<file path="src/rtl/ram_loader.sv">
// Serial boot loader: decodes framed load commands from a UART byte stream,
// writes the payload into system RAM and holds the CPU in reset while loading.
module ram_loader #(
    parameter logic [23:0] TIMEOUT   = 24'd2_500_000,
    parameter bit          BOOT_HOLD = 1'b1
) (
    input  logic        clk,
    input  logic        resetn,
    // rx_valid is a one-cycle strobe qualifying rx_data; there is no ready,
    // so every strobed byte is consumed in the cycle it is presented.
    input  logic        rx_valid,
    input  logic [7:0]  rx_data,
    output logic        ram_we,
    output logic [15:0] ram_addr,
    output logic [7:0]  ram_din,
    output logic        cpu_hold,
    output logic        done,
    output logic        error,
    output logic [2:0]  state_o
);

    typedef enum logic [2:0] {
        S_IDLE   = 3'd0,
        S_ADDR_H = 3'd1,
        S_ADDR_L = 3'd2,
        S_LEN_H  = 3'd3,
        S_LEN_L  = 3'd4,
        S_DATA   = 3'd5,
        S_CSUM   = 3'd6
    } state_t;

    localparam logic [7:0] SYNC_BYTE = 8'h55;

    state_t      state_q, state_d;
    logic [15:0] addr_q, addr_d;
    logic [15:0] cnt_q, cnt_d;
    logic [7:0]  sum_q, sum_d;
    logic [23:0] idle_q, idle_d;
    logic        we_q, we_d;
    logic [15:0] waddr_q, waddr_d;
    logic [7:0]  din_q, din_d;
    logic        done_q, done_d;
    logic        error_q, error_d;
    logic        hold_q, hold_d;
    logic        booted_q, booted_d;

    logic [15:0] frame_len;
    logic        fail_hold;

    always_ff @(posedge clk or negedge resetn) begin
        if (!resetn) begin
            state_q  <= S_IDLE;
            addr_q   <= 16'h0000;
            cnt_q    <= 16'h0000;
            sum_q    <= 8'h00;
            idle_q   <= 24'd0;
            we_q     <= 1'b0;
            waddr_q  <= 16'h0000;
            din_q    <= 8'h00;
            done_q   <= 1'b0;
            error_q  <= 1'b0;
            hold_q   <= BOOT_HOLD;
            booted_q <= 1'b0;
        end else begin
            state_q  <= state_d;
            addr_q   <= addr_d;
            cnt_q    <= cnt_d;
            sum_q    <= sum_d;
            idle_q   <= idle_d;
            we_q     <= we_d;
            waddr_q  <= waddr_d;
            din_q    <= din_d;
            done_q   <= done_d;
            error_q  <= error_d;
            hold_q   <= hold_d;
            booted_q <= booted_d;
        end
    end

    always_comb begin
        state_d   = state_q;
        addr_d    = addr_q;
        cnt_d     = cnt_q;
        sum_d     = sum_q;
        idle_d    = idle_q;
        we_d      = 1'b0;
        waddr_d   = waddr_q;
        din_d     = din_q;
        done_d    = 1'b0;
        error_d   = error_q;
        hold_d    = hold_q;
        booted_d  = booted_q;
        frame_len = {cnt_q[15:8], rx_data};
        // Until the first good image lands, a failed frame keeps the CPU parked.
        fail_hold = BOOT_HOLD && !booted_q;

        if (state_q == S_IDLE) begin
            idle_d = 24'd0;
            if (rx_valid && (rx_data == SYNC_BYTE)) begin
                state_d = S_ADDR_H;
                sum_d   = 8'h00;
                error_d = 1'b0;
                hold_d  = 1'b1;
            end
        end else if (rx_valid) begin
            // A byte arriving on the timeout cycle takes priority over the abort.
            idle_d = 24'd0;
            case (state_q)
                S_ADDR_H: begin
                    addr_d  = {rx_data, addr_q[7:0]};
                    state_d = S_ADDR_L;
                end
                S_ADDR_L: begin
                    addr_d  = {addr_q[15:8], rx_data};
                    state_d = S_LEN_H;
                end
                S_LEN_H: begin
                    cnt_d   = {rx_data, 8'h00};
                    state_d = S_LEN_L;
                end
                S_LEN_L: begin
                    cnt_d   = frame_len;
                    state_d = (frame_len == 16'h0000) ? S_CSUM : S_DATA;
                end
                S_DATA: begin
                    we_d    = 1'b1;
                    waddr_d = addr_q;
                    din_d   = rx_data;
                    addr_d  = addr_q + 16'd1;
                    sum_d   = sum_q + rx_data;
                    cnt_d   = cnt_q - 16'd1;
                    if (cnt_q == 16'd1) begin
                        state_d = S_CSUM;
                    end
                end
                S_CSUM: begin
                    state_d = S_IDLE;
                    if (rx_data == sum_q) begin
                        done_d   = 1'b1;
                        booted_d = 1'b1;
                        hold_d   = 1'b0;
                    end else begin
                        error_d = 1'b1;
                        hold_d  = fail_hold;
                    end
                end
                default: begin
                    state_d = S_IDLE;
                end
            endcase
        end else if (idle_q == TIMEOUT) begin
            state_d = S_IDLE;
            idle_d  = 24'd0;
            error_d = 1'b1;
            hold_d  = fail_hold;
        end else begin
            idle_d = idle_q + 24'd1;
        end
    end

    assign ram_we   = we_q;
    assign ram_addr = waddr_q;
    assign ram_din  = din_q;
    assign done     = done_q;
    assign error    = error_q;
    assign cpu_hold = hold_q;
    assign state_o  = state_q;

endmodule
</file>
<file path="config.mk">
export PLATFORM = sky130hd
export DESIGN_NAME = ram_loader
export DESIGN_NICKNAME = d
export VERILOG_FILES = /design/src/rtl/ram_loader.sv
export SDC_FILE = /design/constraint.sdc
export NUM_CORES = 1
export LEC_CHECK = 0
export BUFFER_PORTS_ARGS = -buffer_cell sky130_fd_sc_hd__buf_2
export CORE_MARGIN = 3
export CORE_UTILIZATION = 30
export DETAILED_ROUTE_END_ITERATION = 16
export PLACE_DENSITY = 0.44
export SLEW_MARGIN = 30
export SYNTH_ARGS = -nofsm -noshare
export SYNTH_HDL_FRONTEND = slang
export SYNTH_SLANG_ARGS = --single-unit
</file>
<file path="constraint.sdc">
create_clock -name clk -period 2.1 [get_ports clk]
set_input_delay 0.315 -clock clk [delete_from_list [all_inputs] [get_ports clk]]
set_output_delay 0.315 -clock clk [all_outputs]
set_load 0.02 [all_outputs]
</file>
# --- Yosys cells after proc, flatten, opt, wreduce, memory -nomap -nowiden ---
# Cells that the tools add are included.
op_classes:
  add_sub_neg: 4
  eq_ne: 14
  n_mux: 35
  bitwise: 4
  reduce_logical: 21
op_table:
  columns: ["operator", "count"]
  rows:
  - ["16-bit case mux with 3 select lines", 2]
  - ["24-bit 2-to-1 mux", 3]
  - ["8-bit 2-to-1 mux", 4]
  - ["24-bit by 1-bit adder with 24-bit output, second input constant", 1]
  - ["24-bit by 22-bit == test with 1-bit output, second input constant", 1]
  - ["4-bit AND reduction", 5]
  - ["1-bit 2-to-1 mux", 19]
  - ["16-bit by 1-bit adder with 16-bit output, second input constant", 1]
  - ["16-bit by 1-bit == test with 1-bit output, second input constant", 1]
  - ["16-bit logical NOT", 1]
  - ["16-bit by 1-bit subtractor with 16-bit output, second input constant", 1]
  - ["3-bit 2-to-1 mux", 5]
  - ["3-bit case mux with 5 select lines", 1]
  - ["3-bit AND reduction", 5]
  - ["2-bit nonzero test", 5]
  - ["3-bit == test, second input constant", 3]
  - ["8-bit adder", 1]
  - ["8-bit by 7-bit == test with 1-bit output, second input constant", 1]
  - ["8-bit == test", 1]
  - ["3-bit by 2-bit == test with 1-bit output, second input constant", 2]
  - ["3-bit nonzero test", 2]
  - ["4-bit inequality test, second input constant", 1]
  - ["1-bit inverter", 4]
  - ["3-bit by 1-bit == test with 1-bit output, second input constant", 1]
  - ["7 further kinds", 7]
totals:
  regBits: 96
  inputBits: 11
  output_inout_bits: 31
  word_cells: 92

# --- Depth between registers and ports, before layout ---
logic_depth:
  ltp_word: 5
  mapped_depth: 9
  mapped_depth_nobuf: 8

# --- Worst setup path before layout ---
# No wires, ideal clock.
synth_path:
  kind: "flip-flop to flip-flop"
  startpoint: "register state_q[2] (netlist: state_o[2])"
  endpoint: "register hold_q (netlist: cpu_hold)"
  setup_ns: 0.059
  arrival_time_ns: 2.168
  t_required_ns: 2.041
  setup_slack_ns: -0.127
  stages_incl_launch_ff: 9
  n_path_buf: 2
  synth_period_minus_slack_ns: 2.227
  cell_sequence: "dfrtp_1 or3_1 buf_6 or4_4 buf_6 a22oi_4 o211ai_2 a211oi_2 a21o_1"
synth_between:
  elab_chain_len: 3
  word_cells_on_any_way: 7
  classes_between: "3 x eq/ne; 1 x mux; 3 x reduce/logical"
synth_rtl:
  columns: ["item", "line", "text"]
  rows:
  - ["from (decl)", "34", "state_t state_q, state_d;"]
  - ["from (signal assigned)", "65", "state_q <= state_d;"]
  - ["3-bit == test / 3-bit logical NOT (equally long branches)", "108, 97", null]
  - ["3-bit by 1-bit inequality test with 1-bit output (no source line) (tied with other cells)", null, null]
  - ["3-bit AND reduction (no source line)", null, null]
  - ["to (signal assigned)", "75", "hold_q <= hold_d;"]
  - ["to (decl)", "44", "logic hold_q, hold_d;"]
# Several ways; a longest one is shown, not always the timed one.
# A chain may end at the register's enable or synchronous reset.

# --- Final worst setup path ---
layout_path:
  startpoint: "register sum_q[1]"
  endpoint: "register booted_q"
layout_between:
  elab_chain_len: 2
layout_rtl:
  columns: ["item", "line", "text"]
  rows:
  - ["from (decl)", "37", "logic [7:0] sum_q, sum_d;"]
  - ["from (signal assigned)", "68", "sum_q <= sum_d;"]
  - ["8-bit == test", "138", "if (rx_data == sum_q) begin"]
  - ["4-bit AND reduction (no source line)", null, null]
  - ["to (signal assigned)", "76", "booted_q <= booted_d;"]
  - ["to (decl)", "45", "logic booted_q, booted_d;"]
# Every way passes these cells.

==> results.sh <==
export IMPL_ff2ff_path_depth=6
export IMPL_crit_path_max_incr_delay_ns=0.43
export IMPL_fp_dieArea_mm2=0.0190
export IMPL_gp_congestion=0.809
export IMPL_period_needed_ns=1.99
export IMPL_path_cells="ha_1 > nor4_1 > nand4_1 > nor4_2 > nor4b_2 > or2_2"
export IMPL_nets=671
export IMPL_drt_iter0_markers=248
export IMPL_ir_drop_mv=0.578
export IMPL_grt_pass1_vias=4396
export IMPL_wl_per_cell_um=16.7
export IMPL_io_buffer_count=41
export IMPL_required_ns=2.39
export IMPL_placementRows=47
export IMPL_critPathKind="reg2reg"
export IMPL_grt_usage_pct=16.3
export IMPL_synth_edf_count=0
export IMPL_cts_inserted_buffers=9
export IMPL_finalHoldViolations=0
export IMPL_yosys_register_bits=96
export IMPL_fp_coreArea_mm2=0.0168
export IMPL_ys_types=59
export IMPL_slew_headroom_pct=68.1
export IMPL_fin_setup_tns_ns=0
export IMPL_maxClockFrequency_mhz=502
export IMPL_cts_root_buf="clkbuf_16"
export IMPL_drive_gt1_share_pct=25.5
export IMPL_tightest_slew_ns=0.472
export IMPL_arrival_ns=2.28
export IMPL_insertion_delay_ns=0.35
export IMPL_ys_warn_count=0
export IMPL_synth_area_mm2=0.00520
export IMPL_drc=0
export IMPL_layout_commonest_cell="dfrtp_1"
export IMPL_placed_cell_area_mm2=0.00600
export IMPL_viasPerCell=5.09
export IMPL_wl_met2_um=6650
export IMPL_hp_class="in2reg"
export IMPL_antenna_found_initial=0
export IMPL_synth_largest_area_cell="dfrtp_1"
export IMPL_cp_max_fo=3
export IMPL_min_path_cells=3
export IMPL_async_flop_share_pct=100
export IMPL_yosys_most_used_dff="dfrtp_1"
export IMPL_crit_path_end_kind="flop"
export IMPL_initial_utilization_pct=31.0
export IMPL_vias=4426
export IMPL_grt_first_pass_wirelength_um=23900
export IMPL_cts_buffer_depth=2
export IMPL_status="completed"
export IMPL_layout_common_cells="93 x dfrtp_1, 65 x nor2_1, 61 x buf_4, 59 x o21ai_0, 43 x nand2_1"
export IMPL_grt_ovfl_total=0
export IMPL_dr_wl_met3_um=668
export IMPL_chipWidth_um=138
export IMPL_worst_hold_path_endpoint="ram_din[3]"
export IMPL_start_kind="flop"
export IMPL_io_pins=42
export IMPL_die_h_um=138
export IMPL_cp_slowest_cell="dfrtp_1"
export IMPL_hpwlAfterDp_um=10600
export IMPL_setup_viol=0
export IMPL_num_antenna_cells=0
export IMPL_syn2layout_area_growth_pct=22.7
export IMPL_final_util_pct=38.1
export IMPL_postRouteAntennaNets=0
export IMPL_drt_total_wl_um=14500
export IMPL_syn_nets=583
export IMPL_synthDominantCellAreaShare_pct=45.7
export IMPL_final_area_mm2=0.00638
export IMPL_report_final_slew_viol_count=0
export IMPL_top_layer="met4"
export IMPL_powerDensity_mw_per_mm2=1180
export IMPL_period_share_pct=94.9
export IMPL_hold_start="rx_data[3]"
export IMPL_synth_cells=558
export IMPL_leakagePower_nw=2.86
export IMPL_r2r_end="booted_q"
export IMPL_syn_avg_cell_area_um2=9.33
export IMPL_finalPower_w=0.00751
export IMPL_worstReg2RegStart="sum_q[1]"
export IMPL_wl_met1_um=6900
export IMPL_synthTopCellsByArea="dfrtp_1 46%, o21ai_0 6.0%, nor2_1 4.8%, mux2_2 4.3%, a21oi_1 3.5%"
export IMPL_cts_clk_slew_worst_paths_ns=0.06
export IMPL_fin_skew_ns=0.00615
export IMPL_first_pass_iters=4
export IMPL_cts_tree="yes"
export IMPL_ys_seq_area_share_pct=46.2
export IMPL_drv_cap=0
export IMPL_h_tree_depth=3
export IMPL_grt_start_max_net_pins=47
export IMPL_r2r_slack_ns=0.11
export IMPL_numClockSinks=96
-- metrics by stage --
step                      std cells  setup slack (ns)  hold slack, ns
after floorplan                 558           -0.0908          0.0194
after global placement          854           -0.0986           0.271
after detailed placement        854           -0.0954           0.281
after CTS                       870            0.0100           0.399
after global routing            870          -0.00565           0.416
final                           870             0.107           0.402
-- how the worst max path moves through the flow --
stage / startpoint / to / slack, ns
4_1_cts: cnt_q[1] / cnt_q[14] / 0.01
6_report: sum_q[1] / booted_q / 0.11
5_1_grt: idle_q[0] / state_o[1] / -0.006
2_1_floorplan: state_o[2] / cpu_hold / -0.09
3_5_place_dp: rx_data[7] / state_o[1] / -0.1
3_3_place_gp: rx_data[7] / state_o[1] / -0.1
-- power breakdown --
group / total, W / switching (W) / internal (W)
clock: 0.00158 / 0.000709 / 0.000869
combinational: 0.00316 / 0.00179 / 0.00137
sequential: 0.00277 / 0.000384 / 0.00239
-- critical path, delay by kind of cell, from the launching register on --
| family | cells | cell delay, ns |
|---|---|---|
| simple gates | 5 | 1.20 |
| flops | 1 | 0.43 |
| fa+ha+maj | 1 | 0.31 |
-- cell families (layout without fill, tap and decap cells) --
family / after synthesis / count (layout) / share of synthesized area (%)
simple gates: 206 / 206 / 19.3
mux: 20 / 20 / 4.33
fa+ha+maj: 14 / 14 / 3.51
compound gates: 145 / 145 / 16.8
buf+inv: 48 / 140 / 4.95
xor+xnor: 29 / 29 / 4.88
flops: 96 / 96 / 46.2
-- final cells by class --
cell class	instances	area, um^2
Fill cell	1698	10400
Multi-Input combinational cell	414	2640
Sequential cell	96	2410
Timing Repair Buffer	104	708
Tap cell	220	275
Clock buffer	12	256
Inverter	21	78.8
Clock inverter	3	25.0
-- Yosys cell counts (2+ instances only) --
library cell and number:
a21o_1 3, a21oi_1 36, a22oi_1 10, a31oi_1 5, a32oi_1 3, and2_1 3
and3_1 7, buf_6 3, clkbuf_1 18, clkbuf_8 2, dfrtp_1 95, ha_1 13
inv_1 20, mux2_2 20, nand2_1 43, nand2b_1 2, nand3_1 27, nand4_1 8
nor2_1 66, nor2b_1 2, nor3_1 14, nor4_1 10, nor4b_1 5, o211ai_1 3
o21ai_0 62, o21bai_1 2, o22ai_1 4, o2bb2ai_1 4, o31ai_1 2, o41ai_1 2
or2_2 2, or3_1 5, or4_1 4, xnor2_1 11, xor2_1 18
-- repair_timing --
action	in CTS	in global routing
endpoints found under the setup margin	1	10
buffers inserted	0	0
resized for setup	1	19
hold endpoints to repair	24	0
gates cloned	0	0
hold buffers	1	0
-- layer usage --
| metal | GRT usage (%) | up-vias |
|---|---|---|
| met2 | 25.5 | 81 |
| met5 | 0 | - |
| met1 | 22.1 | 2156 |
| met4 | 6.15 | 0 |
| met3 | 3.40 | 15 |
| li1 | - | 2174 |
-- state kept, by name, summed over array words and instances (netlist names) --
signal and cells:
ram_we 1, addr_q 16, cnt_q 16, error 1, ram_din 8, state_o 3
done 1, sum_q 8, booted_q 1, ram_addr 16, cpu_hold 1, idle_q 24
(Power assumes the default switching activity.)
